`src/rtl/lamp_sequencer_if.sv`:
```
// Lamp sequencer bus: target/load/step_div requests in, lamp state out.
// Latency: none, wires only; no backpressure, the master may load at any cycle.
interface lamp_sequencer_if #(
  parameter int TICK_W = 8
);
  logic [3:0]        target;
  logic              load;
  logic [TICK_W-1:0] step_div;
  logic [14:0]       lamp_en;
  logic [3:0]        count;
  logic              busy;
  logic              done;

  modport master (
    output target, load, step_div,
    input  lamp_en, count, busy, done
  );

  modport slave (
    input  target, load, step_div,
    output lamp_en, count, busy, done
  );
endinterface

```
`src/rtl/lamp_sequencer.sv`:
```
// Ramps a thermometer lamp bar toward a loaded target, one lamp per step.
// Latency: first step step_div+1 edges after load; no backpressure, every load is accepted.
module lamp_sequencer #(
  parameter int TICK_W = 8
) (
  input  logic             clk,
  input  logic             rst_n,
  lamp_sequencer_if.slave  bus
);

  typedef enum logic [1:0] {IDLE, UP, DOWN} state_t;

  state_t            state_q, state_d;
  logic [3:0]        count_q, count_d;
  logic [3:0]        target_q, target_d;
  logic [TICK_W-1:0] timer_q, timer_d;
  logic              done_q, done_d;
  logic [14:0]       lamp_en_q, lamp_en_d;
  logic [3:0]        eff_target;
  logic [3:0]        stepped;

  function automatic logic [14:0] therm(input logic [3:0] n);
    logic [14:0] v;
    v = '0;
    for (int i = 0; i < 15; i++) begin
      v[i] = (i < int'(n));
    end
    return v;
  endfunction

  always_comb begin
    state_d    = state_q;
    count_d    = count_q;
    target_d   = target_q;
    timer_d    = timer_q;
    done_d     = 1'b0;
    stepped    = count_q;
    eff_target = bus.load ? bus.target : target_q;

    if (bus.load) begin
      target_d = bus.target;
    end

    unique case (state_q)
      IDLE: begin
        if (bus.load) begin
          if (bus.target == count_q) begin
            done_d = 1'b1;
          end else begin
            state_d = (bus.target > count_q) ? UP : DOWN;
            timer_d = bus.step_div;
          end
        end
      end
      UP, DOWN: begin
        if (timer_q != '0) begin
          timer_d = timer_q - TICK_W'(1);
        end else begin
          // Step direction uses the target held before this edge; a load on this
          // same edge is only compared against the post-step count.
          if (target_q > count_q && count_q != 4'd15) begin
            stepped = count_q + 4'd1;
          end else if (target_q < count_q && count_q != 4'd0) begin
            stepped = count_q - 4'd1;
          end
          count_d = stepped;
          timer_d = bus.step_div;
          if (eff_target == stepped) begin
            state_d = IDLE;
            done_d  = 1'b1;
          end else begin
            state_d = (eff_target > stepped) ? UP : DOWN;
          end
        end
      end
      default: state_d = IDLE;
    endcase

    lamp_en_d = therm(count_d);
  end

  always_ff @(posedge clk or negedge rst_n) begin
    if (!rst_n) begin
      state_q   <= IDLE;
      count_q   <= '0;
      target_q  <= '0;
      timer_q   <= '0;
      done_q    <= 1'b0;
      lamp_en_q <= '0;
    end else begin
      state_q   <= state_d;
      count_q   <= count_d;
      target_q  <= target_d;
      timer_q   <= timer_d;
      done_q    <= done_d;
      lamp_en_q <= lamp_en_d;
    end
  end

  assign bus.count   = count_q;
  assign bus.lamp_en = lamp_en_q;
  assign bus.busy    = (state_q != IDLE);
  assign bus.done    = done_q;

endmodule

```
`src/flat_wrapper.sv`:
```
// flat-port wrapper written by rule: the top's interface ports become plain ports
module lamp_sequencer_flat 
#(
  parameter int TICK_W = 8
)
  (clk, rst_n, bus_target, bus_load, bus_step_div, bus_lamp_en, bus_count, bus_busy, bus_done);
  lamp_sequencer_if #(.TICK_W(TICK_W)) bus_i ();
  input  logic clk;
  input  logic rst_n;
  input wire logic [$bits(bus_i.target)-1:0] bus_target;
  input wire logic [$bits(bus_i.load)-1:0] bus_load;
  input wire logic [$bits(bus_i.step_div)-1:0] bus_step_div;
  output wire logic [$bits(bus_i.lamp_en)-1:0] bus_lamp_en;
  output wire logic [$bits(bus_i.count)-1:0] bus_count;
  output wire logic [$bits(bus_i.busy)-1:0] bus_busy;
  output wire logic [$bits(bus_i.done)-1:0] bus_done;
  assign bus_i.target = bus_target;
  assign bus_i.load = bus_load;
  assign bus_i.step_div = bus_step_div;
  assign bus_lamp_en = bus_i.lamp_en;
  assign bus_count = bus_i.count;
  assign bus_busy = bus_i.busy;
  assign bus_done = bus_i.done;
  lamp_sequencer #(.TICK_W(TICK_W)) u_core (.clk(clk), .rst_n(rst_n), .bus(bus_i));
endmodule
```
`config.mk`:
```
export PLATFORM = sky130hd
export DESIGN_NAME = lamp_sequencer_flat
export DESIGN_NICKNAME = d
export VERILOG_FILES = /design/src/rtl/lamp_sequencer_if.sv /design/src/rtl/lamp_sequencer.sv /design/src/flat_wrapper.sv
export SDC_FILE = /design/constraint.sdc
export NUM_CORES = 1
export LEC_CHECK = 0
export ABC_CLOCK_PERIOD_IN_PS = 4200
export CORE_MARGIN = 5
export CORE_UTILIZATION = 40
export CTS_BUF_LIST = sky130_fd_sc_hd__clkbuf_4
export CTS_CLUSTER_SIZE = 20
export DETAILED_ROUTE_END_ITERATION = 7
export PLACE_DENSITY = 0.63
export SLEW_MARGIN = 10
export SYNTH_ARGS = -nofsm -noshare
export SYNTH_HDL_FRONTEND = slang
export SYNTH_SLANG_ARGS = --single-unit
```
`constraint.sdc`:
```
create_clock -name clk -period 4.2 [get_ports clk]
set_input_delay 1.05 -clock clk [delete_from_list [all_inputs] [get_ports clk]]
set_output_delay 1.05 -clock clk [all_outputs]
set_load 0.005 [all_outputs]
```
==> reports/metrics.csv, run 1 <==
stage,metric,value,unit
run_status,status,"complete, no violations",
cts,H-tree depth,2,
final_layout,design area,2550,sq um
setup_path,Critical-path top delay cell,dfrtp_1,
final_layout,number of nets in the layout,281,
hold_path,Hold WC Path Type,reg2reg,
cts,post-CTS sizing,0,
detailed_routing,ANT nets after route,0,
place,Inst Count DP,312,
synthesis,Post-synth EDFFs,0,
cts,CTS Hold Buffers Added,0,
job,max-cap violation count,0,
die,Die H,81.4,microns
die,I/O pin cnt,36,
detailed_routing,Vias/cell,5.24,
timing,fin crit share,82.5,%
synthesis,Async SR Flop Fraction,100,%
setup_path,"critical path, cell by cell",inv_1 -> ha_1 -> nor2b_1 -> o211ai_1 -> a21oi_1 -> mux2_2 -> a21o_1 -> ha_1 -> nor2b_1 -> o21ai_0 -> nand2b_1 -> a21oi_1 -> or4_1 -> o221ai_1,
synthesis,"flops & latches, synth",33,
place,PortBufs,35,
cts,"Reg clk slew, reported paths",0.11,ns
synthesis,YS warnings,0,
cts,CTS Root Cell,clkbuf_4,
power,Leak Pwr,1.15,nW
setup_path,CP Data Arrival Time,3.72,ns
synthesis,Yosys top cell area share,40.5,%
synthesis,syn avg cell area,9.71,sq um
final_layout,area delta synth->final,25.4,%
die,die width,81.4,microns
setup_path,CP startpoint kind,flip-flop,
setup_path,WS Path Type,reg2reg,
timing,max-slew violations,0,
setup_path,"slowest stage delay, CP",0.47,ns
detailed_routing,DR DRC count,0,
final_layout,most frequent cells in the layout,"clkdlybuf4s50_1, dfrtp_1, inv_1, a21oi_1, ha_1",
setup_path,worst-path fanout max,7,
timing,Hold Slack,0.545,ns
detailed_routing,total number of vias,1677,
global_route,largest net degree at the start of global routing,34,
cts,"Clk Latency, worst-skew pair",0.33,ns
cts,CTS tree,built,
die,Initial Util,40.4,%
detailed_routing,Starting DRT DRC Count,69,
setup_path,Worst setup EP type,flip-flop,
synthesis,cells after synthesis,210,
synthesis,Synth Cell Area,2040,sq um
power,PD cells,548,nW/um^2
timing,Worst Tran Pin Value,0.620,ns
global_route,initial antenna violation count,0,
timing,worst rel slew slack,58.5,%
timing,Clock Skews,0.00944,ns
global_route,first-pass GRT wire length,7340,microns
final_layout,fraction of layout cells with a size suffix above 1,10.4,%
power,overall power,1.40,mW
detailed_routing,Final Routed Wirelength,4370,microns
timing,max frequency,289,MHz
timing,Final Hold Viols,0,
die,Die Area,6620,sq um
detailed_routing,Pre-antenna DRT Iters,4,
cts,clock buffer depth,2,
global_route,vias in the first global route,1556,
cts,# clock sinks,33,
place,Post-DP HPWL,3280,microns
timing,final worst path period need,3.46,ns
cts,CTS buffer count,5,
synthesis,Synth Net Count,242,
global_route,All-Layer GR Usage,14.6,%
synthesis,post-synthesis sequential area ratio,40.5,%
detailed_routing,WL/cell,13.7,microns
die,Cell Rows,26,
synthesis,Area contributors post-synth,"dfrtp_1, ha_1, a21oi_1, o21ai_0, inv_1",
timing,Setup TNS Final,0,ns
place,GPL Wtd Cong,0.820,
global_route,GRT Residual Overflow,0,
die,core area,5040,sq um
final_layout,"most common cell after layout, fill and taps aside",clkdlybuf4s50_1,
timing,Final setup viols,0,
setup_path,worst reg2reg setup slack,0.74,ns
synthesis,post-synth top area cell,dfrtp_1,
place,Post-DP Area,2450,sq um
synthesis,Post-synth top flop,dfrtp_1,
setup_path,CP Data Required Time,4.45,ns
final_layout,n_diodes,0,
final_layout,final non-filler cell total,320,
synthesis,Unique masters post-synth,51,
power,peak supply drop,0.000417,V
timing,RSZ-0062 raised after global routing,no,
cts,Post-CTS Setup Bufs,0,
## report_power, final
part / total, mW / internal (mW) / switching [mW]
clock network: 0.299 / 0.184 / 0.115
registers: 0.453 / 0.385 / 0.0687
logic: 0.647 / 0.279 / 0.368
total: 1.40 / 0.848 / 0.551
## cell type report
| class | count | area [sq um] |
|---|---|---|
| clock buffer | 5 | 37.5 |
| multi-input combinational | 155 | 1110 |
| tap | 70 | 87.6 |
| clock inverter | 3 | 65.1 |
| timing repair buffer | 37 | 365 |
| fill | 476 | 2490 |
| sequential | 33 | 826 |
| inverter | 17 | 63.8 |
## state kept, by name, summed over array words and instances, names as in the netlist
register / flops
u_core.bus.count: 3
u_core.bus.done: 1
u_core.bus.lamp_en: 15
u_core.state_q: 2
u_core.target_q: 4
u_core.timer_q: 8
## worst max-delay path: cells and delay by family, from the launching register on
family                     cells  cell delay [ns]
AOI/OAI and AO/OA              6             1.12
adders and majority gates      2             0.61
DFF                            1             0.47
buffers and inverters          1             0.14
muxes                          1             0.33
and+or+nand+nor                4             0.72
## synthesized netlist by cell type, drive strengths merged (2+ instances only)
| library cell | count |
|---|---|
| a21oi | 17 |
| o211ai | 2 |
| o21a | 3 |
| a211oi | 3 |
| nand2b | 4 |
| dfrtp | 33 |
| nand3 | 7 |
| mux2 | 4 |
| and2 | 2 |
| nand4 | 2 |
| a2bb2oi | 2 |
| nand2 | 16 |
| o21ai | 22 |
| buf | 4 |
| o32ai | 2 |
| nor3 | 6 |
| ha | 17 |
| or4b | 2 |
| xnor2 | 4 |
| nor2 | 15 |
| nor2b | 4 |
| nor4 | 2 |
| inv | 17 |
## kinds of logic after synthesis
group / Yosys count / synth area share, %
AOI/OAI and AO/OA: 62 / 20.6
and+or+nand+nor: 67 / 18.1
adders and majority gates: 17 / 10.4
xor gates and xnor gates: 4 / 2.64
DFF: 33 / 40.5
muxes: 5 / 2.70
buffers and inverters: 22 / 5.03
## path summary, 6_finish.rpt
check / startpoint / to / cells past startpoint
worst max-delay path: u_core.bus.count[1] / u_core.state_q[0] / 14
worst min-delay path: u_core.timer_q[1] / u_core.timer_q[1] / 2
worst max register to register: u_core.bus.count[1] / u_core.state_q[0] / 14
worst min register to register: u_core.timer_q[1] / u_core.timer_q[1] / 2
max in group asynchronous: rst_n / u_core.timer_q[4] / 2
min in group asynchronous: rst_n / u_core.bus.lamp_en[7] / 2
## stage by stage
| step | util [%] | setup WS [ns] |
|---|---|---|
| finish | 50.7 | 0.736 |
| global route | 50.7 | 0.507 |
| CTS | 50.7 | 0.787 |
| detailed placement | 48.6 | 0.829 |
| global placement | 48.6 | 0.884 |
| floorplan | - | 1.10 |
## per-layer routing
layer	part of all wire [%]	wire length, microns	track usage (%)	up-vias
met5	0	0	0	-
met4	1.1	46	4.39	0
met3	5.7	249	4.10	7
met2	47	2070	24.7	46
met1	46	2010	18.1	789
li1	-	-	-	835
(Power assumes the default switching activity.)
==> inputs of run 2 (changes only) <==
--- a/config.mk
+++ b/config.mk
@@ -5,13 +5,13 @@
 export SDC_FILE = /design/constraint.sdc
 export NUM_CORES = 1
 export LEC_CHECK = 0
-export ABC_CLOCK_PERIOD_IN_PS = 4200
+export ABC_CLOCK_PERIOD_IN_PS = 2800
 export CORE_MARGIN = 5
 export CORE_UTILIZATION = 40
 export CTS_BUF_LIST = sky130_fd_sc_hd__clkbuf_4
 export CTS_CLUSTER_SIZE = 20
 export DETAILED_ROUTE_END_ITERATION = 7
-export PLACE_DENSITY = 0.63
+export PLACE_DENSITY = 0.66
 export SLEW_MARGIN = 10
 export SYNTH_ARGS = -nofsm -noshare
 export SYNTH_HDL_FRONTEND = slang
==> constraint.sdc (replaced) <==
create_clock -name clk -period 2.8 [get_ports clk]
set_input_delay 0.7 -clock clk [delete_from_list [all_inputs] [get_ports clk]]
set_output_delay 0.7 -clock clk [all_outputs]
set_load 0.005 [all_outputs]
==> run 2 against run 1 <==
Net effect: the run now ends with negative setup slack left; sequential cell count unchanged; fmax rose by 19%; clock skew is 0.0015 ns lower; total power increased by 63%; register-to-register slack worse by 0.85 ns; first-iteration DRC count is 16% lower; final cell count increased by 9.4%; utilization up 5.3 points; hold slack better by 0.0088 ns; clock power up 26%; non-clock buffer count increased by 30; critical path depth unchanged; largest power group unchanged.
==> reports/metrics.csv, run 2 (same netlist as run 1, synthesis figures left out) <==
stage,metric,value,unit
final_layout,Fillers,473,
place,Inst Count DP,340,
timing,max-slew violations,0,
hold_path,Worst Hold Launch,u_core.state_q[0],
cts,"Reg clk slew, reported paths",0.12,ns
timing,Clock Skews,0.00791,ns
timing,Hold Slack,0.554,ns
global_route,All-Layer GR Usage,17.5,%
detailed_routing,ANT nets after route,0,
run_status,status,"complete, but fails checks",
run_status,failing checks,negative setup slack,
hold_path,hold endpoint,u_core.state_q[0],
global_route,GRT Residual Overflow,0,
final_layout,"most common cell after layout, fill and taps aside",clkdlybuf4s50_1,
global_route,first-pass GRT wire length,8870,microns
final_layout,design area,2820,sq um
timing,Final setup viols,2,
setup_path,R2R depth,14,
cts,CTS buffer count,5,
timing,worst rel slew slack,66.1,%
hold_path,Hold WC Path Type,reg2reg,
global_route,initial antenna violation count,0,
cts,"Clk Latency, worst-skew pair",0.34,ns
cts,# clock sinks,33,
setup_path,CP startpoint kind,flip-flop,
die,die width,81.4,microns
hold_path,hold-critical path depth,2,
place,GPL Wtd Cong,0.875,
setup_path,Worst R2R End,u_core.state_q[0],
setup_path,CP Data Arrival Time,3.18,ns
setup_path,worst-path fanout max,7,
final_layout,final non-filler cell total,350,
timing,max frequency,343,MHz
final_layout,FF/Latch Area,827,sq um
final_layout,n_diodes,0,
final_layout,Multi-input gate area,1170,sq um
timing,final worst path period need,2.91,ns
detailed_routing,total number of vias,1806,
timing,worst setup margin,-0.114,ns
global_route,vias in the first global route,1896,
final_layout,most frequent cells in the layout,"clkdlybuf4s50_1, buf_4, dfrtp_1",
place,Post-DP HPWL,3850,microns
detailed_routing,WL/cell,14.4,microns
detailed_routing,Starting DRT DRC Count,58,
timing,Setup TNS Final,-0.114,ns
cts,H-tree depth,2,
place,Post-DP Area,2680,sq um
cts,CTS Root Cell,clkbuf_4,
detailed_routing,Pre-antenna DRT Iters,4,
timing,RSZ-0062 raised after global routing,yes,
die,Cell Rows,26,
timing,Final Hold Viols,0,
power,peak supply drop,0.000334,V
die,core area,5040,sq um
cts,CTS Hold Buffers Added,0,
setup_path,CP Data Required Time,3.07,ns
setup_path,worst reg2reg setup slack,-0.11,ns
final_layout,fraction of layout cells with a size suffix above 1,23.6,%
detailed_routing,DR DRC count,0,
setup_path,WS Path Type,reg2reg,
detailed_routing,Vias/cell,5.16,
place,PortBufs,35,
cts,clock buffer depth,2,
setup_path,Worst setup EP type,flip-flop,
cts,CTS tree,built,
timing,fin crit share,104,%
power,PD cells,806,nW/um^2
die,Die Area,6620,sq um
job,max-cap violation count,0,
final_layout,max reg flops,15,
global_route,largest net degree at the start of global routing,18,
power,Leak Pwr,1.31,nW
final_layout,number of nets in the layout,311,
die,Initial Util,40.4,%
die,Die H,81.4,microns
die,I/O pin cnt,36,
final_layout,area delta synth->final,38.5,%
detailed_routing,Final Routed Wirelength,5040,microns
timing,Worst Tran Pin Value,0.508,ns
setup_path,Reg2Reg Launch Point,u_core.target_q[1],
-- run 2: cell types whose count changed in the layout (fill, tap and decap cells not counted), sizes merged --
cell / previous run / this run
buf: 2 / 32
clkinvlp: 0 / 1
bufinv: 2 / 1
-- run 2: metal layers --
layer  part of all wire (%)  track usage (%)  routed length, microns
met5                      0                0                       0
met4                    1.8             6.25                      93
met3                    5.0             4.99                     250
met2                     48             28.4                    2420
met1                     45             22.0                    2270
-- run 2: final cells by class --
cell class                 instances  area share (%)
clock buffer                       5            1.33
clock inverter                     3            1.64
inverter                          17            2.26
multi-input combinational        155            41.4
sequential                        33            29.3
tap                               70            3.10
timing repair buffer              67            20.9
-- run 2: how the worst max path moves through the flow --
| stage | startpoint | to | cells past startpoint |
|---|---|---|---|
| 2_1_floorplan | u_core.bus.count[1] | u_core.state_q[0] | 14 |
| 3_3_place_gp | u_core.bus.count[1] | u_core.state_q[0] | 14 |
| 3_5_place_dp | u_core.bus.count[1] | u_core.state_q[0] | 14 |
| 4_1_cts | u_core.target_q[1] | u_core.state_q[0] | 14 |
| 5_1_grt | u_core.bus.count[1] | u_core.state_q[0] | 17 |
| 6_report | u_core.target_q[1] | u_core.state_q[0] | 14 |
-- run 2: worst max-delay path, stage by stage (launching register included) --
cell,delay (ns)
dfrtp_1,0.43
ha_4,0.27
nor2b_4,0.12
o211ai_1,0.08
buf_4,0.17
o211a_1,0.16
mux2_4,0.27
a21o_1,0.18
ha_4,0.27
nor2b_4,0.12
o21ai_1,0.05
nand2b_1,0.07
a21oi_1,0.07
or4_1,0.42
o221ai_2,0.14
-- run 2: through the flow --
stage	power, mW	util (%)	worst slack [ns]
floorplan	1.39	-	-0.189
global placement	1.81	53.2	-0.174
detailed placement	1.83	53.2	-0.281
CTS	2.26	55.7	-0.101
global route	2.48	56.0	-0.264
finish	2.28	56.0	-0.114
-- run 2: where the power goes --
part | switching [mW] | total, mW | leakage (nW) | internal (mW)
Combinational | 0.646 | 1.24 | 0.836 | 0.591
Sequential | 0.0847 | 0.663 | 0.431 | 0.578
Clock | 0.187 | 0.376 | 0.0414 | 0.189
-- run 2: repair_timing --
action	in CTS	in global routing
cloned	0	0
endpoints found under the hold margin	0	0
resized for setup	5	3
endpoints found under the setup margin	2	3
pin swaps	3	0
buffers inserted	2	0
==> variant 1, RTL diff (settings of run 2) <==
The 3 states of `state_t` get a one-hot encoding in 3 bits.
--- a/src/rtl/lamp_sequencer.sv
+++ b/src/rtl/lamp_sequencer.sv
@@ -8,7 +8,7 @@
   lamp_sequencer_if.slave  bus
 );
 
-  typedef enum logic [1:0] {IDLE, UP, DOWN} state_t;
+  typedef enum logic [2:0] {IDLE = 3'b001, UP = 3'b010, DOWN = 3'b100} state_t;
 
   state_t            state_q, state_d;
   logic [3:0]        count_q, count_d;
Check against the original RTL: same outputs for any inputs over 10 cycles, from zero or initial values and one cycle with rst_n low; not proved beyond that.
==> variant 1 against run 2 <==
- wire length is 5.8% higher
- non-clock buffer count down 5
- clock skew grew 0.0040 ns
- clock power rose by 23%
- sequential cell count is 1 higher
- final area up 1.2%
- setup slack improved by 0.13 ns
- synthesized area is 2.9% higher
- power down 1.7%
- critical path type unchanged
- critical endpoint is now u_core.state_q[1]$_DFFE_PN0P_
- largest cell class unchanged
==> variant 1: results (changes against run 2) <==
power:
  leakagePower_nw: 1.24  # was 1.31 nW
  peakVddDrop_uv: 394  # was 334 uV
  internal-power_mw: 1.39  # was 1.36 mW
global_route:
  grt_max_degree: 35  # was 18
  grt_pass1_vias: 1906  # was 1896
  grt_pass1_wl_um: 8870  # about the same
  grt_usage_pct: 17.2  # was 17.5%
final_layout:
  n_fill_cell: 449  # was 473
  layout-drive-gt1-share_pct: 22.3  # was 23.6%
  final_util_pct: 56.0  # about the same
  seq_area_share_pct: 29.8  # was 29.3%
  clock_cell_area_share_pct: 3.72  # was 2.97%
  num-nonclk-buffers: 62  # was 67
  stdcell_count: 352  # was 350
  nonClkBufAreaFrac_pct: 19.5  # was 20.9%
outcome:
  status: "completed"  # was complete, but fails checks
synthesis:
  synth.area.top_cells: "dfrtp_1 (39%), ha_1 (8.9%), o21ai_0 (4.5%)"  # was dfrtp_1 (41%), ha_1 (10%), a21oi_1 (4.2%)
  ys_ff_latch: 34  # was 33
  syn-instance-count: 221  # was 210
critical_path:
  timing.rr.end: "u_core.state_q[1]$_DFFE_PN0P_"  # was u_core.state_q[0]$_DFFE_PN0P_
  r2r_setup_slack_ns: 0.02  # was -0.11 ns
  reg2reg_from: "u_core.bus.count[1]$_DFF_PN0_"  # was u_core.target_q[1]$_DFF_PN0_
  cpLargestDelayFamily: "compound AO/OA/AOI/OAI gates"  # was simple AND/OR/NAND/NOR gates
timing:
  fin_skew_ns: 0.0119  # was 0.00791 ns
  tightestPinTransition_ns: 0.571  # was 0.508 ns
placed_design:
  gp_congestion: 0.876  # was 0.875
min_path:
  whs_path_depth: 1  # was 2
==> variant 1: metal layers <==
layer	track usage, %	vias up	share of wire [%]	routed length, um
li1	-	919	-	-
met1	21.7	909	46	2440
met2	28.0	53	47	2510
met3	5.53	12	5.5	293
met4	5.32	0	1.5	81
met5	0	-	0	0
==> variant 1: worst max-delay path by stage <==
stage | cells past startpoint | slack (ns) | endpoint | startpoint
final | 14 | 0.02 | u_core.state_q[1]$_DFFE_PN0P_ | u_core.bus.count[1]$_DFF_PN0_
after global routing | 14 | -0.15 | u_core.state_q[1]$_DFFE_PN0P_ | u_core.bus.count[1]$_DFF_PN0_
after CTS | 14 | 0.004 | u_core.state_q[1]$_DFFE_PN0P_ | u_core.bus.count[1]$_DFF_PN0_
after detailed placement | 9 | -0.05 | u_core.state_q[1]$_DFFE_PN0P_ | bus_load
after global placement | 9 | -0.02 | u_core.state_q[1]$_DFFE_PN0P_ | bus_load
after floorplan | 15 | -0.06 | u_core.state_q[1]$_DFFE_PN0P_ | u_core.bus.count[1]$_DFF_PN0_
==> variant 1: power by group through the flow <==
stage	sequential (mW)	clock [mW]	combinational [mW]
after floorplan	0.702	0	0.721
after global placement	0.716	0	1.03
after detailed placement	0.719	0	1.04
after CTS	0.708	0.473	1.05
after global routing	0.729	0.495	1.20
final	0.709	0.464	1.06
==> variant 1: kinds of logic after synthesis <==
logic type	after synthesis	synth area share, %
buffers and inverters	24	5.43
adders and majority gates	15	8.95
muxes	8	4.06
DFF	34	40.6
AOI/OAI and AO/OA	68	22.0
and+or+nand+nor	68	17.2
xor gates and xnor gates	4	1.67
==> variant 1: what timing repair did <==
item	CTS	global route
setup endpoints to repair	2	2
pin swaps	1	7
resized for setup	2	3
buffers inserted	1	1
==> variant 2, RTL diff (config.mk and constraints of run 2) <==
Without the edit above. `TICK_W` is set to 8 in 3 places; all go to 10.
--- a/src/rtl/lamp_sequencer_if.sv
+++ b/src/rtl/lamp_sequencer_if.sv
@@ -1,7 +1,7 @@
 // Lamp sequencer bus: target/load/step_div requests in, lamp state out.
 // Latency: none, wires only; no backpressure, the master may load at any cycle.
 interface lamp_sequencer_if #(
-  parameter int TICK_W = 8
+  parameter int TICK_W = 10
 );
   logic [3:0]        target;
   logic              load;
--- a/src/rtl/lamp_sequencer.sv
+++ b/src/rtl/lamp_sequencer.sv
@@ -1,7 +1,7 @@
 // Ramps a thermometer lamp bar toward a loaded target, one lamp per step.
 // Latency: first step step_div+1 edges after load; no backpressure, every load is accepted.
 module lamp_sequencer #(
-  parameter int TICK_W = 8
+  parameter int TICK_W = 10
 ) (
   input  logic             clk,
   input  logic             rst_n,
--- a/src/flat_wrapper.sv
+++ b/src/flat_wrapper.sv
@@ -1,7 +1,7 @@
 // flat-port wrapper written by rule: the top's interface ports become plain ports
 module lamp_sequencer_flat 
 #(
-  parameter int TICK_W = 8
+  parameter int TICK_W = 10
 )
   (clk, rst_n, bus_target, bus_load, bus_step_div, bus_lamp_en, bus_count, bus_busy, bus_done);
   lamp_sequencer_if #(.TICK_W(TICK_W)) bus_i ();
Ports: changed (resized bus_step_div); port bits go from 36 to 38. No check against the original RTL was run, so the function may have changed too.
==> variant 2 against run 2 <==
- sequential power increased by 15%
- sequential cell count increased by 2
- combinational power increased by 16%
- synthesized area increased by 6.8%
- final area increased by 3.9%
- power increased by 13%
- wire length increased by 4.5%
- setup slack improved by 0.21 ns
- critical endpoint unchanged
- highest routed layer unchanged
==> variant 2: results (changes against run 2) <==
outcome:
  status: "completed"  # was complete, but fails checks
timing:
  whs_ns: 0.544  # was 0.554 ns
power:
  p_seq_mw: 0.762  # was 0.663 mW
  leakagePower_nw: 1.26  # was 1.31 nW
  clock_power_mw: 0.372  # was 0.376 mW
placed_design:
  hpwl_um: 3940  # was 3850 um
  placed_cells: 359  # was 340
  dpl_cell_area_um2: 2790  # was 2680 um^2
global_route:
  met2_usage_pct: 26.1  # was 28.4%
  grt_use_met3_pct: 3.46  # was 4.99%
final_layout:
  n_fill_cell: 497  # was 473
  layout-drive-gt1-share_pct: 19.9  # was 23.6%
critical_path:
  cpLargestDelayFamily: "compound AO/OA/AOI/OAI gates"  # was simple AND/OR/NAND/NOR gates
  worst_ep_arrival_time_ns: 2.96  # was 3.18 ns
  startpoint: "u_core.bus.count[0]$_DFF_PN0_"  # was u_core.target_q[1]$_DFF_PN0_
  critPathMaxStageDelay_ns: 0.49  # was 0.43 ns
route:
  met1_length_um: 2340  # was 2270 um
  dr_total_vias: 1996  # was 1806
  drtIter0Drc: 100  # was 58
  wl_met2_um: 2550  # was 2420 um
  wl_per_cell_um: 14.2  # was 14.4 um
synthesis:
  synthDistinctLibCells: 50  # was 51
  synth.area.top_cells: "dfrtp_1 (40%), ha_1 (9.8%), o21ai_0 (5.8%)"  # was dfrtp_1 (41%), ha_1 (10%), a21oi_1 (4.2%)
min_path:
  holdPathEnd: "u_core.timer_q[1]$_DFFE_PN0P_"  # was u_core.state_q[0]$_DFFE_PN0P_
  holdCritStartpoint: "u_core.timer_q[1]$_DFFE_PN0P_"  # was u_core.state_q[0]$_DFFE_PN0P_
-- variant 2: cell types whose count changed in the layout (fill, tap and decap cells not counted), moves of 6 or more --
| cell | delta |
|---|---|
| nand3_1 | +7 |
| nor2_1 | +6 |
| o21ai_0 | +8 |
| buf_4 | -8 |
-- variant 2: cell type report --
class                           instances  area (um^2)  share of cell area, %
Clock buffer                            5         37.5                   1.28
Tap cell                               70         87.6                   2.99
Multi-Input combinational cell        176         1240                   42.5
Inverter                               20         77.6                   2.65
Sequential cell                        35          878                   30.0
Clock inverter                          3         43.8                   1.49
Timing Repair Buffer                   62          562                   19.2
-- variant 2: worst reg2reg max path, stage by stage (launching register included) --
cell      delay, ns
dfrtp_1        0.49
ha_1           0.28
nor2b_4        0.13
o211a_1        0.21
nor2_2         0.08
mux2_4         0.28
o21ai_2        0.14
ha_1           0.26
nor2b_4        0.13
o21ai_1        0.12
nand2b_1       0.08
a21oi_2        0.16
o22ai_1        0.09
a22o_1         0.19
-- variant 2: per-stage QoR --
step | util, % | power (mW)
2_1_floorplan | - | 1.68
3_3_place_gp | 53.5 | 2.10
3_5_place_dp | 53.5 | 2.13
4_1_cts | 55.1 | 2.50
5_1_grt | 56.3 | 2.81
6_report | 56.3 | 2.57
-- variant 2: cells by family after synthesis --
kind of cell             count (synthesis)  synth area share, %
AO/OA/AOI/OAI                           77                 23.2
buffers and inverters                   27                 5.75
XOR/XNOR                                 3                 1.21
flip-flops                              35                 40.3
AND/OR/NAND/NOR                         74                 17.3
multiplexers                             5                 2.53
adder cells (fa/ha/maj)                 17                 9.78
-- variant 2: timing repair --
item / in CTS / in global routing
gates resized for setup: 0 / 8
setup endpoints to repair: 0 / 2
hold buffers: 0 / 0
setup buffers: 0 / 4
